File: src/rtl/spi_reg_responder.sv
// -----------------------------------------------------------------------------
// spi_reg_responder
//
// SPI mode-0 target that turns an initiator's byte stream into single-cycle
// register read/write strobes in the wb_clk_i domain. SCK, CSB and SDI are
// oversampled; SCK is never used as a clock (max SCK = wb_clk_i / 8).
//
// Frame: byte 0 = command (bit7 write, bit6 read, bits5:0 must be zero),
//        byte 1 = start address, then data bytes at auto-incrementing
//        addresses. Reads are prefetched one byte ahead.
//
// Ports:
//   wb_clk_i, wb_rst_i   core clock, synchronous active-high reset
//   spi_csb/sck/sdi      SPI inputs (asynchronous, synchronized here)
//   spi_sdo, spi_sdoenb  SPI read data and its active-low output enable
//   reg_addr/wdata/we/re register bank access (one-cycle strobes)
//   reg_rdata            bank read data, valid one cycle after reg_re
//   busy                 high while a frame is in progress
//   irq                  (only with SPI_RESP_IRQ_EN) one-cycle pulse after a
//                        frame that issued at least one write
//
// Optional feature macro: SPI_RESP_IRQ_EN
// -----------------------------------------------------------------------------
module spi_reg_responder #(
    parameter int ADDR_W      = 8,
    parameter int SYNC_STAGES = 2
) (
    input  logic              wb_clk_i,
    input  logic              wb_rst_i,
    input  logic              spi_csb,
    input  logic              spi_sck,
    input  logic              spi_sdi,
    output logic              spi_sdo,
    output logic              spi_sdoenb,
    output logic [ADDR_W-1:0] reg_addr,
    output logic [7:0]        reg_wdata,
    output logic              reg_we,
    output logic              reg_re,
    input  logic [7:0]        reg_rdata,
`ifdef SPI_RESP_IRQ_EN
    output logic              irq,
`endif
    output logic              busy
);

    typedef enum logic [2:0] {
        S_IDLE,
        S_CMD,
        S_ADDR,
        S_DATA,
        S_IGNORE
    } state_t;

    // Synchronizer bit order is {sdi, sck, csb}; cleared to csb=1, sck=0.
    localparam logic [2:0] SYNC_RST = 3'b001;
    localparam int FLUSH_W = $clog2(SYNC_STAGES + 1);
    localparam logic [FLUSH_W-1:0] FLUSH_DONE = FLUSH_W'(SYNC_STAGES);

    generate
        for (genvar gi = 0; gi < SYNC_STAGES; gi++) begin : g_sync
            logic [2:0] stage_reg;
            if (gi == 0) begin : g_first
                always_ff @(posedge wb_clk_i) begin
                    if (wb_rst_i)
                        stage_reg <= SYNC_RST;
                    else
                        stage_reg <= {spi_sdi, spi_sck, spi_csb};
                end
            end else begin : g_rest
                always_ff @(posedge wb_clk_i) begin
                    if (wb_rst_i)
                        stage_reg <= SYNC_RST;
                    else
                        stage_reg <= g_sync[gi-1].stage_reg;
                end
            end
        end
    endgenerate

    logic csb_s, sck_s, sdi_s;
    assign csb_s = g_sync[SYNC_STAGES-1].stage_reg[0];
    assign sck_s = g_sync[SYNC_STAGES-1].stage_reg[1];
    assign sdi_s = g_sync[SYNC_STAGES-1].stage_reg[2];

    state_t              state_reg;
    logic                csb_q_reg, sck_q_reg;
    logic [2:0]          bit_cnt_reg;
    logic [7:0]          rx_reg, tx_reg;
    logic                wr_reg, rd_reg;
    logic                inc_pend_reg, load_pend_reg;
    logic                armed_reg;
    logic [FLUSH_W-1:0]  flush_cnt_reg;
    logic                sdo_reg, sdoenb_reg, we_reg, re_reg, busy_reg;
    logic [ADDR_W-1:0]   addr_reg;
    logic [7:0]          wdata_reg;
`ifdef SPI_RESP_IRQ_EN
    logic                wrote_reg, irq_reg;
`endif

    // SCK edges only count while CSB is low.
    logic sck_rise, sck_fall, csb_fall, csb_rise, byte_done;
    logic [7:0] rx_next;
    assign sck_rise  = sck_s & ~sck_q_reg & ~csb_s;
    assign sck_fall  = ~sck_s & sck_q_reg & ~csb_s;
    assign csb_fall  = ~csb_s & csb_q_reg;
    assign csb_rise  = csb_s & ~csb_q_reg;
    assign rx_next   = {rx_reg[6:0], sdi_s};
    assign byte_done = sck_rise && (bit_cnt_reg == 3'd7);

    always_ff @(posedge wb_clk_i) begin
        if (wb_rst_i) begin
            state_reg     <= S_IDLE;
            csb_q_reg     <= 1'b1;
            sck_q_reg     <= 1'b0;
            bit_cnt_reg   <= 3'd0;
            rx_reg        <= 8'd0;
            tx_reg        <= 8'd0;
            wr_reg        <= 1'b0;
            rd_reg        <= 1'b0;
            inc_pend_reg  <= 1'b0;
            load_pend_reg <= 1'b0;
            armed_reg     <= 1'b0;
            flush_cnt_reg <= '0;
            sdo_reg       <= 1'b0;
            sdoenb_reg    <= 1'b1;
            we_reg        <= 1'b0;
            re_reg        <= 1'b0;
            busy_reg      <= 1'b0;
            addr_reg      <= '0;
            wdata_reg     <= 8'd0;
`ifdef SPI_RESP_IRQ_EN
            wrote_reg     <= 1'b0;
            irq_reg       <= 1'b0;
`endif
        end else begin
            csb_q_reg     <= csb_s;
            sck_q_reg     <= sck_s;
            we_reg        <= 1'b0;
            re_reg        <= 1'b0;
            inc_pend_reg  <= 1'b0;
            // Bank returns data the cycle after reg_re; capture it then.
            load_pend_reg <= re_reg;
`ifdef SPI_RESP_IRQ_EN
            irq_reg       <= 1'b0;
`endif

            // After reset the synchronizers hold a fake "CSB high"; only trust
            // CSB once the chain has refilled, and require a real high level
            // before accepting a fall so an interrupted frame cannot resume.
            if (flush_cnt_reg != FLUSH_DONE)
                flush_cnt_reg <= flush_cnt_reg + 1'b1;
            else if (csb_s)
                armed_reg <= 1'b1;

            // Post-byte address increment, with prefetch read at the new address.
            if (inc_pend_reg) begin
                addr_reg <= addr_reg + 1'b1;
                re_reg   <= rd_reg;
            end

            if (load_pend_reg)
                tx_reg <= reg_rdata;
            else if (sck_fall && state_reg == S_DATA && rd_reg) begin
                sdo_reg <= tx_reg[7];
                tx_reg  <= {tx_reg[6:0], 1'b0};
            end

            if (sck_rise && state_reg != S_IDLE) begin
                rx_reg      <= rx_next;
                bit_cnt_reg <= bit_cnt_reg + 3'd1;
            end

            case (state_reg)
                S_IDLE: begin
                    if (csb_fall && armed_reg) begin
                        state_reg   <= S_CMD;
                        busy_reg    <= 1'b1;
                        bit_cnt_reg <= 3'd0;
                        wr_reg      <= 1'b0;
                        rd_reg      <= 1'b0;
`ifdef SPI_RESP_IRQ_EN
                        wrote_reg   <= 1'b0;
`endif
                    end
                end
                S_CMD: begin
                    if (byte_done) begin
                        if (rx_next[5:0] != 6'd0)
                            state_reg <= S_IGNORE;
                        else begin
                            wr_reg    <= rx_next[7];
                            rd_reg    <= rx_next[6];
                            state_reg <= S_ADDR;
                        end
                    end
                end
                S_ADDR: begin
                    if (byte_done) begin
                        addr_reg   <= rx_next[ADDR_W-1:0];
                        re_reg     <= rd_reg;
                        sdoenb_reg <= ~rd_reg;
                        state_reg  <= S_DATA;
                    end
                end
                S_DATA: begin
                    if (byte_done) begin
                        if (wr_reg) begin
                            we_reg    <= 1'b1;
                            wdata_reg <= rx_next;
`ifdef SPI_RESP_IRQ_EN
                            wrote_reg <= 1'b1;
`endif
                        end
                        inc_pend_reg <= 1'b1;
                    end
                end
                default: ;
            endcase

            // CSB rise ends any frame; a partial byte is simply dropped.
            if (csb_rise && state_reg != S_IDLE) begin
                state_reg   <= S_IDLE;
                busy_reg    <= 1'b0;
                sdoenb_reg  <= 1'b1;
                sdo_reg     <= 1'b0;
                bit_cnt_reg <= 3'd0;
`ifdef SPI_RESP_IRQ_EN
                irq_reg     <= wrote_reg;
`endif
            end
        end
    end

    assign spi_sdo    = sdo_reg;
    assign spi_sdoenb = sdoenb_reg;
    assign reg_addr   = addr_reg;
    assign reg_wdata  = wdata_reg;
    assign reg_we     = we_reg;
    assign reg_re     = re_reg;
    assign busy       = busy_reg;
`ifdef SPI_RESP_IRQ_EN
    assign irq        = irq_reg;
`endif

endmodule

File: config.mk
export PLATFORM = sky130hd
export DESIGN_NAME = spi_reg_responder
export DESIGN_NICKNAME = d
export VERILOG_FILES = /design/src/rtl/spi_reg_responder.sv
export SDC_FILE = /design/constraint.sdc
export NUM_CORES = 1
export LEC_CHECK = 0
export ABC_CLOCK_PERIOD_IN_PS = 2150
export CORE_MARGIN = 5
export CORE_UTILIZATION = 30
export DETAILED_ROUTE_END_ITERATION = 8
export DONT_BUFFER_PORTS = 1
export GPL_TIMING_DRIVEN = 1
export SYNTH_ARGS = -nofsm -noshare
export SYNTH_HDL_FRONTEND = slang
export SYNTH_SLANG_ARGS = --single-unit
File: constraint.sdc
create_clock -name wb_clk_i -period 2.15 [get_ports wb_clk_i]
set_clock_uncertainty 0.15 [all_clocks]
set_input_delay 0.215 -clock wb_clk_i [delete_from_list [all_inputs] [get_ports wb_clk_i]]
set_output_delay 0.215 -clock wb_clk_i [all_outputs]
set_load 0.005 [all_outputs]
==> flow_summary_export.csv <==
group,metric,value,unit
setup_path,crit_type,"reg2reg",
cts,root_buffer,"clkbuf_8",
timing,timing.fmax,0.509,GHz
pwr,intPower,0.00158,W
placed_design,routabilityCongestion,0.897,
synthesis,synth_cells,240,
placed_design,dp_hpwl,3270,µm
hold_path,hold_start,"wb_rst_i",
routing,dr_total_vias,1710,
pwr,netSwitchingPower,0.000475,W
setup_path,crit_path_frequent_cell,"ha_1",
global_routing,overflow,0,
synthesis,yosysWarnings,0,
cts,cts_num_sinks,57,
hold_path,hold_path_class,"in2reg",
finish,multiInputGateArea,1040,µm²
setup_path,r2r_end,"reg_addr[5]",
synthesis,synth_nets,257,
global_routing,grt_pass1_wl,8380,µm
timing,worst_slack,187,ps
synthesis,yosysSeqAreaShare,50.3,%
setup_path,critPathMaxFanout,18,
finish,nFillCells,772,
placed_design,place_area,2370,µm²
timing,slew_headroom,71.9,%
outcome,status,"finished clean",
pwr,pwr-share-comb,6.2,%
setup_path,cpMaxStageDelayCell,"or4_1",
pwr,seqPwrFrac,53.8,%
finish,diodes,0,
setup_path,r2r_start,"bit_cnt_reg[0]",
setup_path,worstSetupEndpointType,"flip-flop",
pwr,ir_worst_vdd,0.465,mV
setup_path,r2r_slack,190,ps
global_routing,grt_max_degree,50,
pwr,p_leak,1.11,nW
pwr,p_clk_share,40.0,%
floorplan,die_h,96.9,µm
pwr,switching_share,23.1,%
setup_path,critPathRequiredTime,2240,ps
routing,initialDrtViolationCount,106,
timing,finalCritPeriodShare,91.3,%
setup_path,crit_arrival,2050,ps
global_routing,grt_use_total,11.0,%
timing,setup_viol,0,
cts,clkTransAtPathRegs,60,ps
routing,routedWlPerCell,13.5,µm
cts,cts_buffer_depth,2,
floorplan,pin_count,34,
routing,wirelength,4830,µm
finish,post-route-util,36.5,%
setup_path,startpoint,"bit_cnt_reg[0]",
pwr,p_per_area,774,nW/µm²
hold_path,holdPathStages,2,
floorplan,start_util,31.1,%
run,maxCapViolations,0,
routing,avgViaCountPerCell,4.78,
hold_path,hold_end,"armed_reg",
timing,rsz0062_at_grt,"no",
placed_design,dpl_worst_slack,196,ps
timing,tns,0,ps
finish,mostFrequentLayoutCells,"dfxtp_1 (57), nor2_1 (39), mux2i_1 (20)",
synthesis,yosysUniqueCellTypes,38,
setup_path,cpPeakStageDelay,480,ps
setup_path,reg2reg_depth,6,
cts,tritoncts,"built",
routing,drc_errors,0,
finish,stdcell_area,2660,µm²
cts,htreeDepth,3,
finish,area_delta_synth_final,17.3,%
setup_path,cp_top_family,"simple AND/OR/NAND/NOR gates",
finish,drive_above_1_share,10.4,%
routing,ant_nets,0,
global_routing,grt_antenna_before_repair,0,
placed_design,numPortBuffers,0,
timing,hold_viol_final,0,
timing,drv_slew,0,
setup_path,critical_path_buf_inv_count,1,
finish,layout.area.seq,1140,µm²
global_routing,first_global_vias,1649,
synthesis,synth.cell_area,2270,µm²
cts,postCtsHoldBufs,12,
routing,firstDrtPassIters,4,
setup_path,cp-start-kind,"flip-flop",
finish,final_common_cell,"dfxtp_1",
cts,post_cts_buffers,0,
setup_path,cp_cell_sequence,"ha_1 -> ha_1 -> nand3b_1 -> or4_1 -> buf_4 -> a211oi_1",
cts,cts-resized-gates,0,
floorplan,die_w,96.9,µm
cts,clock_latency,330,ps
timing,timing.final.crit_period,1960,ps
finish,fin_nets,272,
cts,numCtsBuffers,9,
floorplan,core-area,7290,µm²
timing,tightest_slew,421,ps
floorplan,row_count,31,
setup_path,cp.depth,6,
synthesis,synth-seq-cells,57,
floorplan,die_area,9400,µm²
synthesis,synth_area_per_cell,9.45,µm²
==> cell type report <==
type | instances | share of cell area (%)
clock buffer | 11 | 5.32
clock inverter | 4 | 0.753
inverter | 8 | 1.13
multi-input combinational | 163 | 39.2
sequential | 57 | 42.9
tap | 99 | 4.66
timing repair buffer | 16 | 6.02
==> worst max path at each step <==
stage                  endpoint
floorplan           reg_addr[7]
global placement        spi_sdo
detailed placement  reg_addr[5]
CTS                 reg_addr[5]
global route        reg_addr[5]
finish              reg_addr[5]
==> layer usage <==
layer  track usage [%]  wire length, µm
met2              16.5             2220
met4              4.10               91
met1              13.5             2190
met3              5.40              328
met5                 0                0
==> stage by stage <==
step / instances / hold slack (ps) / total power, W
after CTS: 358 / 36.5 / 0.00210
after global routing: 358 / 39.8 / 0.00217
after floorplan: 240 / 169 / 0.00122
final: 358 / 44.0 / 0.00206
after global placement: 331 / 144 / 0.00122
after detailed placement: 331 / 144 / 0.00123
==> cells by family after synthesis <==
group | Yosys count | synth area share (%)
and+or+nand+nor | 94 | 21.0
DFF | 57 | 50.3
AOI/OAI and AO/OA | 36 | 10.5
buffers and inverters | 20 | 3.70
muxes | 20 | 8.83
xor gates and xnor gates | 9 | 3.48
adders and majority gates | 4 | 2.21
==> power by group through the flow <==
stage          Clock (W)  Sequential [W]  Combinational [W]
2_1_floorplan          0         0.00113          0.0000901
4_1_cts         0.000862         0.00111           0.000129
3_3_place_gp           0         0.00113          0.0000905
3_5_place_dp           0         0.00113          0.0000940
5_1_grt         0.000908         0.00111           0.000146
6_report        0.000824         0.00111           0.000127
==> worst reg2reg max path: stages (launching register included) <==
cell and delay, ps:
dfxtp_1 350, ha_1 160, ha_1 160, nand3b_1 140, or4_1 480, buf_4 220, a211oi_1 220
==> cell usage after synthesis <==
| cell | number | area, µm² |
|---|---|---|
| inv_1 | 8 | 30.0 |
| or4_4 | 1 | 11.3 |
| mux2i_1 | 20 | 200 |
| a211o_1 | 1 | 8.76 |
| a21oi_1 | 13 | 65.1 |
| and3_1 | 2 | 12.5 |
| a41oi_1 | 1 | 8.76 |
| or2_4 | 1 | 8.76 |
| and4_1 | 2 | 17.5 |
| or3b_1 | 1 | 8.76 |
| a31oi_1 | 1 | 6.26 |
| dfxtp_1 | 57 | 1140 |
| nor3b_1 | 1 | 7.51 |
| buf_6 | 1 | 11.3 |
| xnor2_1 | 1 | 8.76 |
| nor4_1 | 2 | 12.5 |
| or3_1 | 1 | 6.26 |
| ha_1 | 4 | 50.1 |
| nand4_1 | 5 | 31.3 |
| nand3_1 | 7 | 35.0 |
| nor2_1 | 39 | 146 |
| nand3b_1 | 2 | 15.0 |
| o21ai_0 | 2 | 10.0 |
| a211oi_1 | 15 | 113 |
| nand2b_1 | 1 | 6.26 |
| o41ai_1 | 1 | 8.76 |
| and4bb_2 | 1 | 12.5 |
| nor2b_1 | 6 | 37.5 |
| clkbuf_1 | 9 | 33.8 |
| nor3b_2 | 1 | 12.5 |
| buf_2 | 1 | 5.00 |
| nand2_1 | 16 | 60.1 |
| or4_1 | 2 | 15.0 |
| xor2_1 | 8 | 70.1 |
| or2_2 | 3 | 18.8 |
| o2111ai_1 | 1 | 8.76 |
| a31o_2 | 1 | 8.76 |
| buf_1 | 1 | 3.75 |
No activity file was read; power rests on OpenSTA's default activity.
